### src/rtl/hist_eq_pkg.sv
// rtl/hist_eq_pkg.sv - shared bank lifecycle type and default sizes for the histogram-equalisation pipeline
package hist_eq_pkg;

    localparam int DEFAULT_PIXEL_COUNT = 307200;
    localparam int DEFAULT_CDF_W       = 20;

    typedef enum logic [1:0] {
        EMPTY      = 2'd0,
        HIST_READY = 2'd1,
        CDF_READY  = 2'd2
    } bank_state_t;

endpackage

### src/rtl/hist_bank_slot.sv
// rtl/hist_bank_slot.sv - one ping-pong histogram bank: lifecycle state, latched cdf_min and clamped divisor
module hist_bank_slot
    import hist_eq_pkg::*;
#(
    parameter int PIXEL_COUNT = DEFAULT_PIXEL_COUNT,
    parameter int CDF_W       = DEFAULT_CDF_W
) (
    input  logic             clock,
    input  logic             reset_n,
    input  logic             markHist,
    input  logic             markCdf,
    input  logic             markFree,
    input  logic [CDF_W-1:0] cdfMin,
    output bank_state_t      state,
    output logic [CDF_W-1:0] bankMin,
    output logic [CDF_W-1:0] bankDiv
);

    localparam logic [CDF_W-1:0] PIX = CDF_W'(PIXEL_COUNT);

    bank_state_t      stateNext;
    logic [CDF_W-1:0] divNext;

    // Advance the bank only on the strobe that matches its current lifecycle step
    always_comb begin
        stateNext = state;
        case (state)
            EMPTY:      if (markHist) stateNext = HIST_READY;
            HIST_READY: if (markCdf)  stateNext = CDF_READY;
            CDF_READY:  if (markFree) stateNext = EMPTY;
            default:    stateNext = EMPTY;
        endcase
    end

    // Clamp so a degenerate frame (every pixel at cdf_min) never yields a zero divisor
    always_comb begin
        divNext = PIX - cdfMin;
        if (cdfMin >= PIX) begin
            divNext = CDF_W'(1);
        end
    end

    // Bank lifecycle state register
    always_ff @(posedge clock) begin
        if (!reset_n) begin
            state <= EMPTY;
        end else begin
            state <= stateNext;
        end
    end

    // Capture cdf_min and divisor when the CDF engine finishes this bank
    always_ff @(posedge clock) begin
        if (!reset_n) begin
            bankMin <= '0;
            bankDiv <= CDF_W'(1);
        end else if (markCdf && (state == HIST_READY)) begin
            bankMin <= cdfMin;
            bankDiv <= divNext;
        end
    end

endmodule

### src/rtl/hist_frame_scheduler.sv
// rtl/hist_frame_scheduler.sv - ping-pong frame scheduler for input/CDF/output engines; SCHED_PERF_CNT_EN adds stall counters
module hist_frame_scheduler
    import hist_eq_pkg::*;
#(
    parameter int PIXEL_COUNT = DEFAULT_PIXEL_COUNT,
    parameter int CDF_W       = DEFAULT_CDF_W,
    parameter int PEND_W      = 3
) (
    input  logic             clock,
    input  logic             reset_n,
    input  logic             start,
    output logic             input_start,
    input  logic             input_done,
    output logic             cdf_start,
    input  logic             cdf_done,
    input  logic             cdf_valid,
    input  logic [CDF_W-1:0] Cdf_Min,
    output logic             output_start,
    input  logic             output_done,
    output logic             input_base_offset,
    output logic             cdf_base_offset,
    output logic             output_base_offset,
    output logic [CDF_W-1:0] Cdf_Min_Out,
    output logic [CDF_W-1:0] Divisor,
    output logic             busy,
    output logic             protocol_error,
`ifdef SCHED_PERF_CNT_EN
    output logic [15:0]      stall_in_cnt,
    output logic [15:0]      stall_out_cnt,
`endif
    output logic             start_overflow
);

    localparam logic [PEND_W-1:0] PEND_MAX = '1;

    bank_state_t      bankState [2];
    logic [CDF_W-1:0] bankMin   [2];
    logic [CDF_W-1:0] bankDiv   [2];

    logic [1:0]        markHist, markCdf, markFree;
    logic [CDF_W-1:0]  cdfMinEff;
    logic              inBusy, cdfBusy, outBusy;
    logic              inPtr, cdfPtr, outPtr;
    logic [PEND_W-1:0] pending, pendingNext;
    logic              pendingFull;
    logic              launchIn, launchCdf, launchOut;
    logic              inDoneOk, cdfDoneOk, outDoneOk;
    logic              protocolErrNow;

    // Launch decisions look only at registered state, giving a one-cycle bubble after each done
    always_comb begin
        pendingFull = (pending == PEND_MAX);
        launchIn    = (pending != '0) && !inBusy && (bankState[inPtr] == EMPTY);
        launchCdf   = !cdfBusy && (bankState[cdfPtr] == HIST_READY);
        launchOut   = !outBusy && (bankState[outPtr] == CDF_READY);
        inDoneOk    = input_done && inBusy;
        cdfDoneOk   = cdf_done && cdfBusy;
        outDoneOk   = output_done && outBusy;
        cdfMinEff   = cdf_valid ? Cdf_Min : '0;
    end

    // Route accepted done pulses to the bank currently owned by that stage
    always_comb begin
        markHist = '0;
        markCdf  = '0;
        markFree = '0;
        if (inDoneOk)  markHist[inPtr]  = 1'b1;
        if (cdfDoneOk) markCdf[cdfPtr]  = 1'b1;
        if (outDoneOk) markFree[outPtr] = 1'b1;
    end

    for (genvar b = 0; b < 2; b++) begin : gSlot
        hist_bank_slot #(
            .PIXEL_COUNT (PIXEL_COUNT),
            .CDF_W       (CDF_W)
        ) uSlot (
            .clock    (clock),
            .reset_n  (reset_n),
            .markHist (markHist[b]),
            .markCdf  (markCdf[b]),
            .markFree (markFree[b]),
            .cdfMin   (cdfMinEff),
            .state    (bankState[b]),
            .bankMin  (bankMin[b]),
            .bankDiv  (bankDiv[b])
        );
    end

    // Frame requests accumulate until the input engine consumes them; excess requests are dropped
    always_comb begin
        pendingNext = pending;
        if (start && !pendingFull) pendingNext = pendingNext + PEND_W'(1);
        if (launchIn)              pendingNext = pendingNext - PEND_W'(1);
    end

    // Start pulses, engine busy flags, held bank offsets and stage pointers
    always_ff @(posedge clock) begin
        if (!reset_n) begin
            input_start        <= 1'b0;
            cdf_start          <= 1'b0;
            output_start       <= 1'b0;
            inBusy             <= 1'b0;
            cdfBusy            <= 1'b0;
            outBusy            <= 1'b0;
            inPtr              <= 1'b0;
            cdfPtr             <= 1'b0;
            outPtr             <= 1'b0;
            input_base_offset  <= 1'b0;
            cdf_base_offset    <= 1'b0;
            output_base_offset <= 1'b0;
        end else begin
            input_start  <= launchIn;
            cdf_start    <= launchCdf;
            output_start <= launchOut;
            if (launchIn) begin
                inBusy            <= 1'b1;
                input_base_offset <= inPtr;
            end else if (inDoneOk) begin
                inBusy <= 1'b0;
                inPtr  <= ~inPtr;
            end
            if (launchCdf) begin
                cdfBusy         <= 1'b1;
                cdf_base_offset <= cdfPtr;
            end else if (cdfDoneOk) begin
                cdfBusy <= 1'b0;
                cdfPtr  <= ~cdfPtr;
            end
            if (launchOut) begin
                outBusy            <= 1'b1;
                output_base_offset <= outPtr;
            end else if (outDoneOk) begin
                outBusy <= 1'b0;
                outPtr  <= ~outPtr;
            end
        end
    end

    // Output-stage cdf_min and divisor follow the bank being launched and hold until the next launch
    always_ff @(posedge clock) begin
        if (!reset_n) begin
            Cdf_Min_Out <= '0;
            Divisor     <= CDF_W'(1);
        end else if (launchOut) begin
            Cdf_Min_Out <= bankMin[outPtr];
            Divisor     <= bankDiv[outPtr];
        end
    end

    // Pending frame request counter
    always_ff @(posedge clock) begin
        if (!reset_n) begin
            pending <= '0;
        end else begin
            pending <= pendingNext;
        end
    end

    // Any stray done or an unqualified cdf_min is latched as a protocol error
    always_comb begin
        protocolErrNow = (input_done && !inBusy) || (cdf_done && !cdfBusy) ||
                         (output_done && !outBusy) || (cdfDoneOk && !cdf_valid);
    end

    // Sticky error and overflow flags
    always_ff @(posedge clock) begin
        if (!reset_n) begin
            protocol_error <= 1'b0;
            start_overflow <= 1'b0;
        end else begin
            if (protocolErrNow)       protocol_error <= 1'b1;
            if (start && pendingFull) start_overflow <= 1'b1;
        end
    end

    // Scheduler is busy while any frame is queued, in flight or parked in a bank
    always_comb begin
        busy = (pending != '0) || inBusy || cdfBusy || outBusy ||
               (bankState[0] != EMPTY) || (bankState[1] != EMPTY);
    end

`ifdef SCHED_PERF_CNT_EN
    logic stallIn, stallOut;

    // Stall conditions: queued frame blocked by an occupied bank, output idle while work exists
    always_comb begin
        stallIn  = (pending != '0) && !inBusy && (bankState[inPtr] != EMPTY);
        stallOut = !outBusy && busy;
    end

    // Saturating stall counters
    always_ff @(posedge clock) begin
        if (!reset_n) begin
            stall_in_cnt  <= '0;
            stall_out_cnt <= '0;
        end else begin
            if (stallIn && (stall_in_cnt != 16'hFFFF))   stall_in_cnt  <= stall_in_cnt + 16'd1;
            if (stallOut && (stall_out_cnt != 16'hFFFF)) stall_out_cnt <= stall_out_cnt + 16'd1;
        end
    end
`endif

endmodule

### config.mk
export PLATFORM = sky130hd
export DESIGN_NAME = hist_frame_scheduler
export DESIGN_NICKNAME = d
export VERILOG_FILES = /design/src/rtl/hist_eq_pkg.sv /design/src/rtl/hist_bank_slot.sv /design/src/rtl/hist_frame_scheduler.sv
export SDC_FILE = /design/constraint.sdc
export NUM_CORES = 1
export LEC_CHECK = 0
export ABC_CLOCK_PERIOD_IN_PS = 4400
export CORE_MARGIN = 4
export CORE_UTILIZATION = 40
export CTS_CLUSTER_DIAMETER = 60
export DETAILED_ROUTE_END_ITERATION = 10
export DONT_BUFFER_PORTS = 1
export PLACE_DENSITY = 0.5
export RECOVER_POWER = 50
export SLEW_MARGIN = 20
export SYNTH_ARGS = -nofsm -noshare
export SYNTH_HDL_FRONTEND = slang
export SYNTH_SLANG_ARGS = --single-unit
### constraint.sdc
create_clock -name clock -period 4.4 [get_ports clock]
set_input_delay 0.88 -clock clock [delete_from_list [all_inputs] [get_ports clock]]
set_output_delay 0.88 -clock clock [all_outputs]
set_load 0.02 [all_outputs]
# After elaboration in Yosys (flattened, before gate mapping)
# Index checks and enable logic that the tools add are counted.
[op_classes]
n_eq_ne = 13
order_cmp = 10
bitwise_logic = 9
muxes = 42
n_reduce_logical = 45
add_sub_neg = 3
[op_table]
columns = ["operator", "count"]
rows = [
  ["$mux W20", 8],
  ["$mux W2", 18],
  ["$ge A20 B19 Y1 const B", 1],
  ["$sub A19 B20 Y20 const A", 1],
  ["$logic_and A1 B1 Y1", 18],
  ["$ne A2 B2 Y1 const B", 6],
  ["$pmux W2 S3", 2],
  ["$reduce_bool A2 Y1", 5],
  ["$mux W1", 9],
  ["$logic_or A1 B1 Y1", 8],
  ["$eq A2 B1 Y1 const B", 3],
  ["$eq A2 B2 Y1 const B", 3],
  ["$ge A2 B2 Y1 const B", 3],
  ["$logic_not A2 Y1", 3],
  ["$lt A1 B2 Y1 const B", 3],
  ["$mux W3", 2],
  ["$not A1 Y1", 6],
  ["$not A1 Y2", 3],
  ["$reduce_and A2 Y1", 3],
  ["$reduce_and A3 Y1", 2],
  ["$logic_not A1 Y1", 5],
  ["$add A3 B1 Y3 const B", 1],
  ["$demux W1 S1", 3],
  ["$eq A3 B3 Y1 const B", 1],
  ["3 further kinds", 5],
]
[word_totals]
regBits = 141
in_bits = 27

# Depth between registers and ports, before layout
# Gate-level depths: netlist of the first run.
[logic_depth]
ltp_word = 8
ltp_mapped = 10

# Hierarchy
# A second synthesis of the first run with hierarchy kept.
[unflattened]
cells_unflattened = 728
hier_area_um2 = 6406.1
[modules_own_cells]
columns = ["mod", "area_each_um2", "cells_each", "n_inst"]
rows = [
  ["hist_bank_slot", 1834.3, 217, 2],
  ["hist_frame_scheduler", 2737.6, 294, 1],
]

# Worst setup path after synthesis of the first run
# OpenSTA, ideal clock, no wires.
[synth_path]
path_kind = "input port to flip-flop"
from = "in cdf_valid"
to = "reg gSlot[0].uSlot.bankDiv[4]"
setup_time_ns = 0.071
setup_slack_ns = 1.604
t_required_ns = 4.329
path_stages = 10
arrival_time_ns = 2.726
path_cell_list = "buf_1 buf_2 buf_1 nand2_1 ha_1 o21a_1 buf_2 a311oi_1 nand2_1 a21oi_1"
[synth_between]
elab_chain_cells = 3
word_cells_on_any_way = 4
classes_between = "1 x add/sub; 1 x order compare; 2 x mux"
[synth_lines]
columns = ["element", "line_no", "text"]
rows = [
  ["from (decl)", "hist_frame_scheduler.sv:16", "input logic cdf_valid,"],
  ["$mux W20 (*)", "hist_frame_scheduler.sv:59", "cdfMinEff = cdf_valid ? Cdf_Min : '0;"],
  ["$sub A19 B20 Y20 or $ge A20 B19 Y1 (tied branches)", "hist_bank_slot.sv:37, hist_bank_slot.sv:38", ""],
  ["$mux W20 (*)", "hist_bank_slot.sv:38", "if (cdfMin >= PIX) begin"],
  ["to (signal assigned)", "hist_bank_slot.sv:59", "bankDiv <= divNext;"],
  ["to (decl)", "hist_bank_slot.sv:16", "output logic [CDF_W-1:0] bankDiv"],
]
# Every way passes the cells marked *; elsewhere a longest branch is shown, timed or not.
# A chain may end at the register's enable or synchronous reset.

# Worst setup path in the final report of the first run
[layout_path]
from = "reg cdfPtr"
to = "reg gSlot[0].uSlot.bankDiv[17]"
[layout_between]
elab_chain_cells = 6
word_cells_on_any_way = 7
classes_between = "2 x order compare; 3 x mux; 2 x reduce/logical"
[layout_lines]
columns = ["element", "line_no", "text"]
rows = [
  ["from (decl)", "hist_frame_scheduler.sv:43", "logic inPtr, cdfPtr, outPtr;"],
  ["from (signal assigned)", "hist_frame_scheduler.sv:127", "cdfPtr <= ~cdfPtr;"],
  ["$lt A1 B2 Y1 (not written as such) or $ge A1 B1 Y1 (tied branches)", "hist_frame_scheduler.sv:68", "if (cdfDoneOk) markCdf[cdfPtr] = 1'b1;"],
  ["$logic_and A1 B1 Y1 (not written as such)", "hist_frame_scheduler.sv:68", ""],
  ["$mux W1 (not written as such)", "hist_frame_scheduler.sv:68", ""],
  ["$demux W1 S1 (*)", "hist_frame_scheduler.sv:68", ""],
  ["$mux W2 (*)", "hist_frame_scheduler.sv:68", ""],
  ["$logic_and A1 B1 Y1 (*)", "hist_bank_slot.sv:57", "end else if (markCdf && (state == HIST_READY)) begin"],
]
# Marked as above.

==> results, run 1 <==
- The number of primary I/O pins is 76.
- The synthesized area divided by synthesized cell count is roughly 8.6 sq um.
- The overall fraction of global-route tracks in use is ~18%.
- The total congestion overflow is 0.
- For this run, global-route usage on met3 was measured as under 10%.
- The area after detailed placement is about 6100 sq um.
- The leading cell type in the layout, fill and taps excluded is dfxtp_1.
- The proportion of synthesized flip-flops having asynchronous set or reset is 0%.
- The number of nets handed over by synthesis was ~730.
- The total leakage power is roughly 2.2 nW.
- The number of cells on the worst reg-to-reg path is 5.
- The worst hold path passes through 2 cells.
- The switching power total is roughly 0.73 mW.
- The routed via count is around 4800.
- The antenna diode count is 0.
- In this run, post-CTS repair resized a total of 0 instances.
- The area growth from synthesis to layout is 13.4%.
- The clock tree skew after final layout is about 0.015 ns.
- The number of buffer cells added on primary ports is 0.
- The register area share after synthesis is between 40% and 50%.
- In the final layout, the share of cells above drive strength 1 is approximately 8.0%.
- The tree built by TritonCTS fans out to around 140 sinks.
- Timing would allow up to between 0.3 and 0.4 GHz.
- Of the total power, the share spent switching nets is between 20% and 30%.
- Summing all flip-flop and latch instances after layout gives ~2800 sq um.
- The type of destination of the critical path is a flop.
- At the end of routability-driven placement, the weighted congestion stood at 0.886.
- The pin count of the biggest net entering global routing is slightly below 70.
- The combinational cell fraction of total power is roughly 7.3%.
- The number of antenna violations at the first check in global routing came to 0.
- In this run the horizontal extent of the chip is roughly 130 microns.
- The initial utilization of the core area, before any placement, comes to 41.3%.
- The synthesized design contains 0 enable-type register cells.
- At the worst endpoint, the arrival time is about 3.4 ns.
- The run finished, with violations left.
- The global routing stage identified its most utilized layer as met2.
- The DRC violation count after routing is 0.
- Adding up every negative setup slack in the final design gives 0 ns.
- Clock tree synthesis selected as its root buffer the cell clkbuf_16.
- The hold violation total from the final report is 0.
- The clock tree from TritonCTS is built.
- Of the available clock period, the critical path in the final layout requires a little over two thirds.
- The netlist area before placement is around 6100 sq um.
- In the synthesized netlist, the number of instances is between 700 and 800.
- The path class of the tightest hold or removal check is reg -> reg.
- The number of distinct library cells after synthesis is between 50 and 60.
- The total CTS buffers is 17.
- The area of the placeable core is ~15000 sq um.
- The number of max-slew violations in the final report came to 89.
- The first-pass iteration count of the detailed router is 6.
- The H-tree was split into 4 levels.
- Sequential cells account for about two fifths of the total power.
- Counting the fill cells in the layout gives roughly 1400.
- The met2 track demand over resource is between 20 and 30%.
- The number of antenna-violating nets in the routed design is 0.
- The register bit count reported by yosys is around 140.
- In the layout the commonest cells are dfxtp_1 (140), nor2_1 (89), nand2_1 (87), a21oi_1 (65), a211oi_1 (47).
- At the pin with the least slew margin, the transition time is between 2 and 2.5 ns.
- Internal power comes to 2.61 mW.
- The detail-routed via count per cell is around 5.6.
- The final instance area is ~7000 sq um.
- After clock tree synthesis, the clock-pin slew on the worst setup and hold paths is approximately 0.060 ns.
- Power spread over the standard cell area amounts to 486 nW/um^2.
- The capture point of the worst reg-to-reg path is gSlot[0].uSlot.bankDiv[17].
- The routed design has between 15 and 20 mm of wire.
- The source-to-sink clock delay at the later pin of the worst-skew pair is 0.42 ns.
- VDD sags by at most roughly 0.00027 V.
- The overall power consumption is about 3.3 mW.
- The die covers around 17000 sq um.
- The multi-input combinational cells in the finished layout cover a total of 2980 sq um.
- The register-to-register path setup slack is approximately 1.3 ns.
- The wire length of the first global-routing pass is between 20 and 30 mm.
- For this run, global-route usage on met1 was measured as a little under a quarter.
- The worst hold path terminates at gSlot[0].uSlot.bankDiv[1].
- Setup repair after global routing left no endpoint under its margin.
- The detailed-placement wirelength estimate is 10.5 mm.
- The via count of the first global-routing pass is 4640.
- The DRC marker count from the first detailed-route iteration is between 200 and 300.
- For this run, the leading register cell type out of synthesis is dfxtp_1.
- The clock network power share is between 50% and 60%.
- The number of setup buffers added after CTS is 0.
- The worst-case clock buffer depth is 2.
- The die is 131 microns tall.
- The worst register-to-register path begins at cdfPtr.
- The checks that failed: max-capacitance violations, max-slew violations.
- The total of warnings raised by yosys is 0.
- STA classifies the critical path startpoint as a flop.
- In this run, post-CTS hold repair placed 0 buffers.
- Data on the critical path is required at its endpoint by between 4 and 5 ns.
- The average wire per standard cell is about 18 microns.
- The setup path with the least slack is of type reg -> reg.
- For the finished layout, the period the worst path requires is 3.08 ns.
- The final layout contains a little over 700 nets.
- The top fanout value on the critical path is 34.
- Headroom to the max-slew limit came out at -54.7%.
- In this run the most critical hold path is launched from gSlot[0].uSlot.bankDiv[1].
- The floorplan has between 40 and 50 rows.
- The number of max-capacitance violations reported is 2.
- The final number of setup-violating endpoints is 0.
## state kept, by name (all words and copies together), names as in the netlist, 3 cells and up
name,cells
Divisor,20
pending,3
Cdf_Min_Out,20
gSlot.uSlot.state,4
gSlot.uSlot.bankDiv,40
gSlot.uSlot.bankMin,40
## worst max-delay path, stage by stage (launching register included)
cell and delay (ns):
dfxtp_1 0.42, nand4b_1 0.25, nand2b_1 0.13, clkbuf_1 1.30, nor2_1 0.46, a32o_1 0.39
## per-stage QoR
| stage | std cells | hold slack [ns] | utilization, % | worst slack (ns) |
|---|---|---|---|---|
| 2_1_floorplan | 702 | 0.424 | - | 1.60 |
| 3_3_place_gp | 838 | 0.439 | 41.8 | 1.97 |
| 3_5_place_dp | 838 | 0.445 | 41.8 | 1.88 |
| 4_1_cts | 869 | 0.452 | 46.7 | 2.02 |
| 5_1_grt | 870 | 0.466 | 46.8 | 1.08 |
| 6_report | 870 | 0.447 | 46.8 | 1.32 |
## worst max path at each step
| stage | startpoint | endpoint | slack [ns] | cells past startpoint |
|---|---|---|---|---|
| finish | cdfPtr | gSlot[0].uSlot.bankDiv[17] | 1.32 | 5 |
| CTS | pending[0] | busy | 2.02 | 4 |
| floorplan | cdf_valid | gSlot[0].uSlot.bankDiv[4] | 1.60 | 10 |
| global placement | cdf_done | gSlot[0].uSlot.bankDiv[18] | 1.97 | 6 |
| detailed placement | cdf_done | gSlot[0].uSlot.bankDiv[18] | 1.88 | 6 |
| global route | cdfPtr | gSlot[0].uSlot.bankDiv[17] | 1.08 | 5 |
## logic make-up (layout without fill, tap and decap cells)
| family | after synthesis | in the layout | synth area share, % |
|---|---|---|---|
| AOI/OAI and AO/OA | 172 | 172 | 19.4 |
| muxes | 45 | 45 | 7.44 |
| buffers and inverters | 65 | 49 | 4.33 |
| and+or+nand+nor | 259 | 259 | 19.1 |
| DFF | 141 | 141 | 46.5 |
| xor gates and xnor gates | 15 | 15 | 2.17 |
| adders and majority gates | 5 | 5 | 1.03 |
## cell type report
| type | instances | area share (%) |
|---|---|---|
| multi-input combinational | 496 | 43.4 |
| timing repair buffer | 8 | 1.24 |
| clock inverter | 11 | 3.80 |
| inverter | 10 | 0.546 |
| sequential | 141 | 41.1 |
| clock buffer | 20 | 6.64 |
| tap | 184 | 3.35 |
## Yosys cell counts, drive strengths merged (2+ instances only)
| cell | n | area (sq um) |
|---|---|---|
| a21oi | 67 | 343 |
| a32o | 6 | 60.1 |
| nand4 | 4 | 25.0 |
| nor2 | 89 | 334 |
| or2 | 3 | 18.8 |
| dfxtp | 141 | 2820 |
| and3 | 4 | 25.0 |
| nor2b | 5 | 31.3 |
| a221oi | 3 | 38.8 |
| o21ai | 12 | 60.1 |
| ha | 5 | 62.6 |
| nand2b | 4 | 25.0 |
| and2 | 2 | 12.5 |
| o31ai | 3 | 22.5 |
| clkbuf | 40 | 150 |
| a31o | 2 | 17.5 |
| o2bb2ai | 3 | 26.3 |
| a211oi | 48 | 370 |
| inv | 9 | 33.8 |
| xor2 | 8 | 70.1 |
| buf | 15 | 75.1 |
| a21o | 2 | 15.0 |
| o221a | 2 | 22.5 |
| nor4 | 4 | 31.3 |
| nand3 | 44 | 220 |
| nand4b | 4 | 35.0 |
| nor3 | 5 | 41.3 |
| mux2i | 44 | 440 |
| a22o | 4 | 35.0 |
| nand2 | 87 | 327 |
| xnor2 | 7 | 61.3 |
| o211ai | 9 | 72.6 |
## metal layers
| layer | up-vias | wire (microns) |
|---|---|---|
| met5 | - | 0 |
| met4 | 0 | 83 |
| met3 | 8 | 1080 |
| met2 | 102 | 7320 |
| met1 | 2299 | 7040 |
| li1 | 2435 | - |
## power groups by stage
stage               clock network [mW]  logic, mW  registers [mW]
floorplan                            0      0.222            1.38
global placement                     0      0.244            1.38
detailed placement                   0      0.252            1.39
CTS                               1.78      0.254            1.36
global route                      1.84      0.279            1.36
finish                            1.74      0.246            1.36
Note: power is estimated with default switching activity, not from simulation.
==> run 2: changes to the inputs <==
--- a/config.mk
+++ b/config.mk
@@ -5,13 +5,13 @@
 export SDC_FILE = /design/constraint.sdc
 export NUM_CORES = 1
 export LEC_CHECK = 0
-export ABC_CLOCK_PERIOD_IN_PS = 4400
+export ABC_CLOCK_PERIOD_IN_PS = 2700
 export CORE_MARGIN = 4
 export CORE_UTILIZATION = 40
 export CTS_CLUSTER_DIAMETER = 60
 export DETAILED_ROUTE_END_ITERATION = 10
 export DONT_BUFFER_PORTS = 1
-export PLACE_DENSITY = 0.5
+export PLACE_DENSITY = 0.52
 export RECOVER_POWER = 50
 export SLEW_MARGIN = 20
 export SYNTH_ARGS = -nofsm -noshare
==> constraint.sdc (replaced) <==
create_clock -name clock -period 2.7 [get_ports clock]
set_input_delay 0.54 -clock clock [delete_from_list [all_inputs] [get_ports clock]]
set_output_delay 0.54 -clock clock [all_outputs]
set_load 0.02 [all_outputs]
==> results, run 2 (same netlist as run 1, synthesis figures left out) <==
- The flow ran to the end, and the final reports show no timing, DRC or antenna violations.
- The hold violation total from the final report is 0.
- The initialized floorplan defines 44 standard-cell rows.
- The post-route netlist has under 10% of its cells at a drive strength greater than 1.
- The clock network power share is approximately 47%.
- The path class of the tightest hold or removal check is in -> reg.
- The clock tree skew after final layout is 0.00978 ns.
- The number of primary I/O pins is 76.
- The clock net in this run drives a total of between 100 and 150 sinks.
- The number of cells upsized or downsized after cts is 0.
- Port buffering added 0 buffers.
- Measured along the y axis, the die boundary spans 131 microns.
- The average wire per standard cell is about 19 microns.
- The share of total power dissipated in sequential elements is between 40% and 50%.
- In this run the worst path has a maximum fanout of 41.
- Clock tree synthesis selected as its root buffer the cell clkbuf_16.
- The clock period could shrink to 2.07 ns.
- The total CTS buffers is 17.
- The area after detailed placement is 6160 sq um.
- Based on the critical path, the design can be clocked at up to 0.483 GHz.
- The detailed-placement wirelength estimate is about 11 mm.
- The internal power is roughly 3.7 mW.
- The layout overhead on the synthesized area is 11.1%.
- For this run the aggregate overflow at the end of global routing stands at 0.
- The finished cells cover 6740 sq um.
- Global routing used 18.7% of the available tracks.
- Setup violations remaining at the end of the flow were counted as 0.
- The width of the chip is 131 microns.
- The analysis attributes to cell leakage a power of between 2 and 2.5 nW.
- The worst setup path category is reg -> reg.
- The largest registers in the layout are gSlot.uSlot.bankDiv: 40 flops, gSlot.uSlot.bankMin: 40 flops.
- Data on the critical path is required at its endpoint by slightly above 3 ns.
- The DRC violation count after routing is 0.
- Leaving out fill and tap cells, the most frequent cells in the layout are dfxtp_1 (140), nor2_1 (89), nand2_1 (87), a21oi_1 (65), a211oi_1 (47).
- The period utilization is 76.7%.
- The library cell used most frequently in the layout, excluding fill and tap cells, is dfxtp_1.
- The worst setup path is captured at a flop.
- STA puts the critical path data arrival time at 2.40 ns.
- The worst setup path is launched from a flop.
- The wire length of the first global-routing pass is ~26 mm.
- The H-tree generated during clock tree synthesis spans 4 levels.
- Setup repair after global routing left no endpoint under its margin.
- Dividing the detail-routed via count by the number of cells gives approximately 5.6.
- The DRC marker count from the first detailed-route iteration is between 300 and 400.
- TritonCTS built the clock tree.
- The number of hold buffers added after CTS was 0.
- The switching power total is about 1.2 mW.
- The total power density per cell area is ~730 nW/um^2.
- Max-cap violations in this run came to 0.
- At the end of routability-driven placement, the weighted congestion stood at approximately 0.84.
- The core region is roughly 15000 sq um.
- Counting the fill cells in the layout gives 1451.
- The maximum VDD drop is 0.000411 V.
- 0 antenna diodes ended up in the layout.
- Entering global routing, the biggest net connects a little under 70 pins.
- The number of setup buffers added after CTS is 0.
- The share of total power dissipated in combinational logic is ~8%.
- The floorplan step defined a die boundary enclosing ~17000 sq um.
- The first-pass iteration count of the detailed router is 5.
- The pin slew with the least headroom to its limit is 1.26 ns.
- The multi-input combinational cells in the finished layout cover a total of between 2000 and 3000 sq um.
- The source-to-sink clock delay at the later pin of the worst-skew pair is ~0.43 ns.
- The remaining max-slew budget at the tightest pin is 16.0%.
- Clock-pin slew was measured on the worst setup and hold paths at roughly 0.06 ns.
- The initial core utilization is 41.3%.
- The switching share of total power is 25.2%.
- Summed over all layers, the routed wires come to about 16 mm.
- The net count of the finished layout is 709.
- The number of max-slew violations in the final report came to 0.
- Summing over every cut layer, the via total after detailed routing is about 4900.
- The worst-case clock buffer depth is 2.
- Adding up every negative setup slack in the final design gives 0 ns.
- Once detail routing completed, the nets flagged for antenna violations numbered 0.
- Across the whole layout, storage elements account for between 2000 and 3000 sq um.
- The via count of the first global-routing pass is between 4000 and 5000.
- The number of antenna violations at the first check in global routing is 0.
[run 2: final timing paths]
check | start | endpoint | slack [ns] | depth (start not counted)
max | gSlot[0].uSlot.state[1] | Cdf_Min_Out[1] | 0.63 | 6
min reg2reg | gSlot[0].uSlot.bankDiv[7] | gSlot[0].uSlot.bankDiv[7] | 0.45 | 2
min | reset_n | Divisor[0] | 0.19 | 1
max reg2reg | gSlot[0].uSlot.state[1] | Cdf_Min_Out[1] | 0.63 | 6
[run 2: power groups by stage]
stage	sequential [mW]	combinational, mW	clock (mW)
2_1_floorplan	2.24	0.361	0
3_3_place_gp	2.26	0.403	0
5_1_grt	2.22	0.454	2.47
4_1_cts	2.21	0.417	2.38
6_report	2.21	0.403	2.33
3_5_place_dp	2.26	0.414	0
[run 2: layout make-up]
cell class	count	share of cell area (%)
Timing Repair Buffer	11	1.08
Clock buffer	19	6.72
Inverter	10	0.557
Multi-Input combinational cell	496	44.3
Sequential cell	141	41.9
Clock inverter	13	2.08
Tap cell	184	3.41
[run 2: worst max-delay path, cell delays in order, from the launching register on]
cell and delay, ns:
dfxtp_1 0.48, nor2b_1 0.21, o21bai_1 0.15, a21oi_4 0.14
clkbuf_2 0.61, nor2_1 0.09, a211oi_1 0.26
[run 2: per-stage QoR]
| step | hold WS, ns | power, mW | std cells | utilization, % | setup slack [ns] |
|---|---|---|---|---|---|
| 2_1_floorplan | 0.424 | 2.60 | 702 | - | 0.244 |
| 3_3_place_gp | 0.436 | 2.66 | 842 | 41.9 | 0.580 |
| 3_5_place_dp | 0.444 | 2.67 | 842 | 41.9 | 0.573 |
| 4_1_cts | 0.165 | 5.01 | 874 | 46.0 | 0.680 |
| 5_1_grt | 0.177 | 5.15 | 874 | 45.9 | 0.374 |
| 6_report | 0.190 | 4.95 | 874 | 45.9 | 0.630 |
[run 2: routing by layer]
metal | wire [microns] | share of wire, % | GRT usage [%] | up-vias
met5 | 0 | 0 | 0 | -
met4 | 353 | 2.2 | 7.00 | 0
met3 | 1180 | 7.3 | 6.38 | 23
li1 | - | - | - | 2449
met2 | 7240 | 45 | 28.9 | 143
met1 | 7450 | 46 | 24.5 | 2314
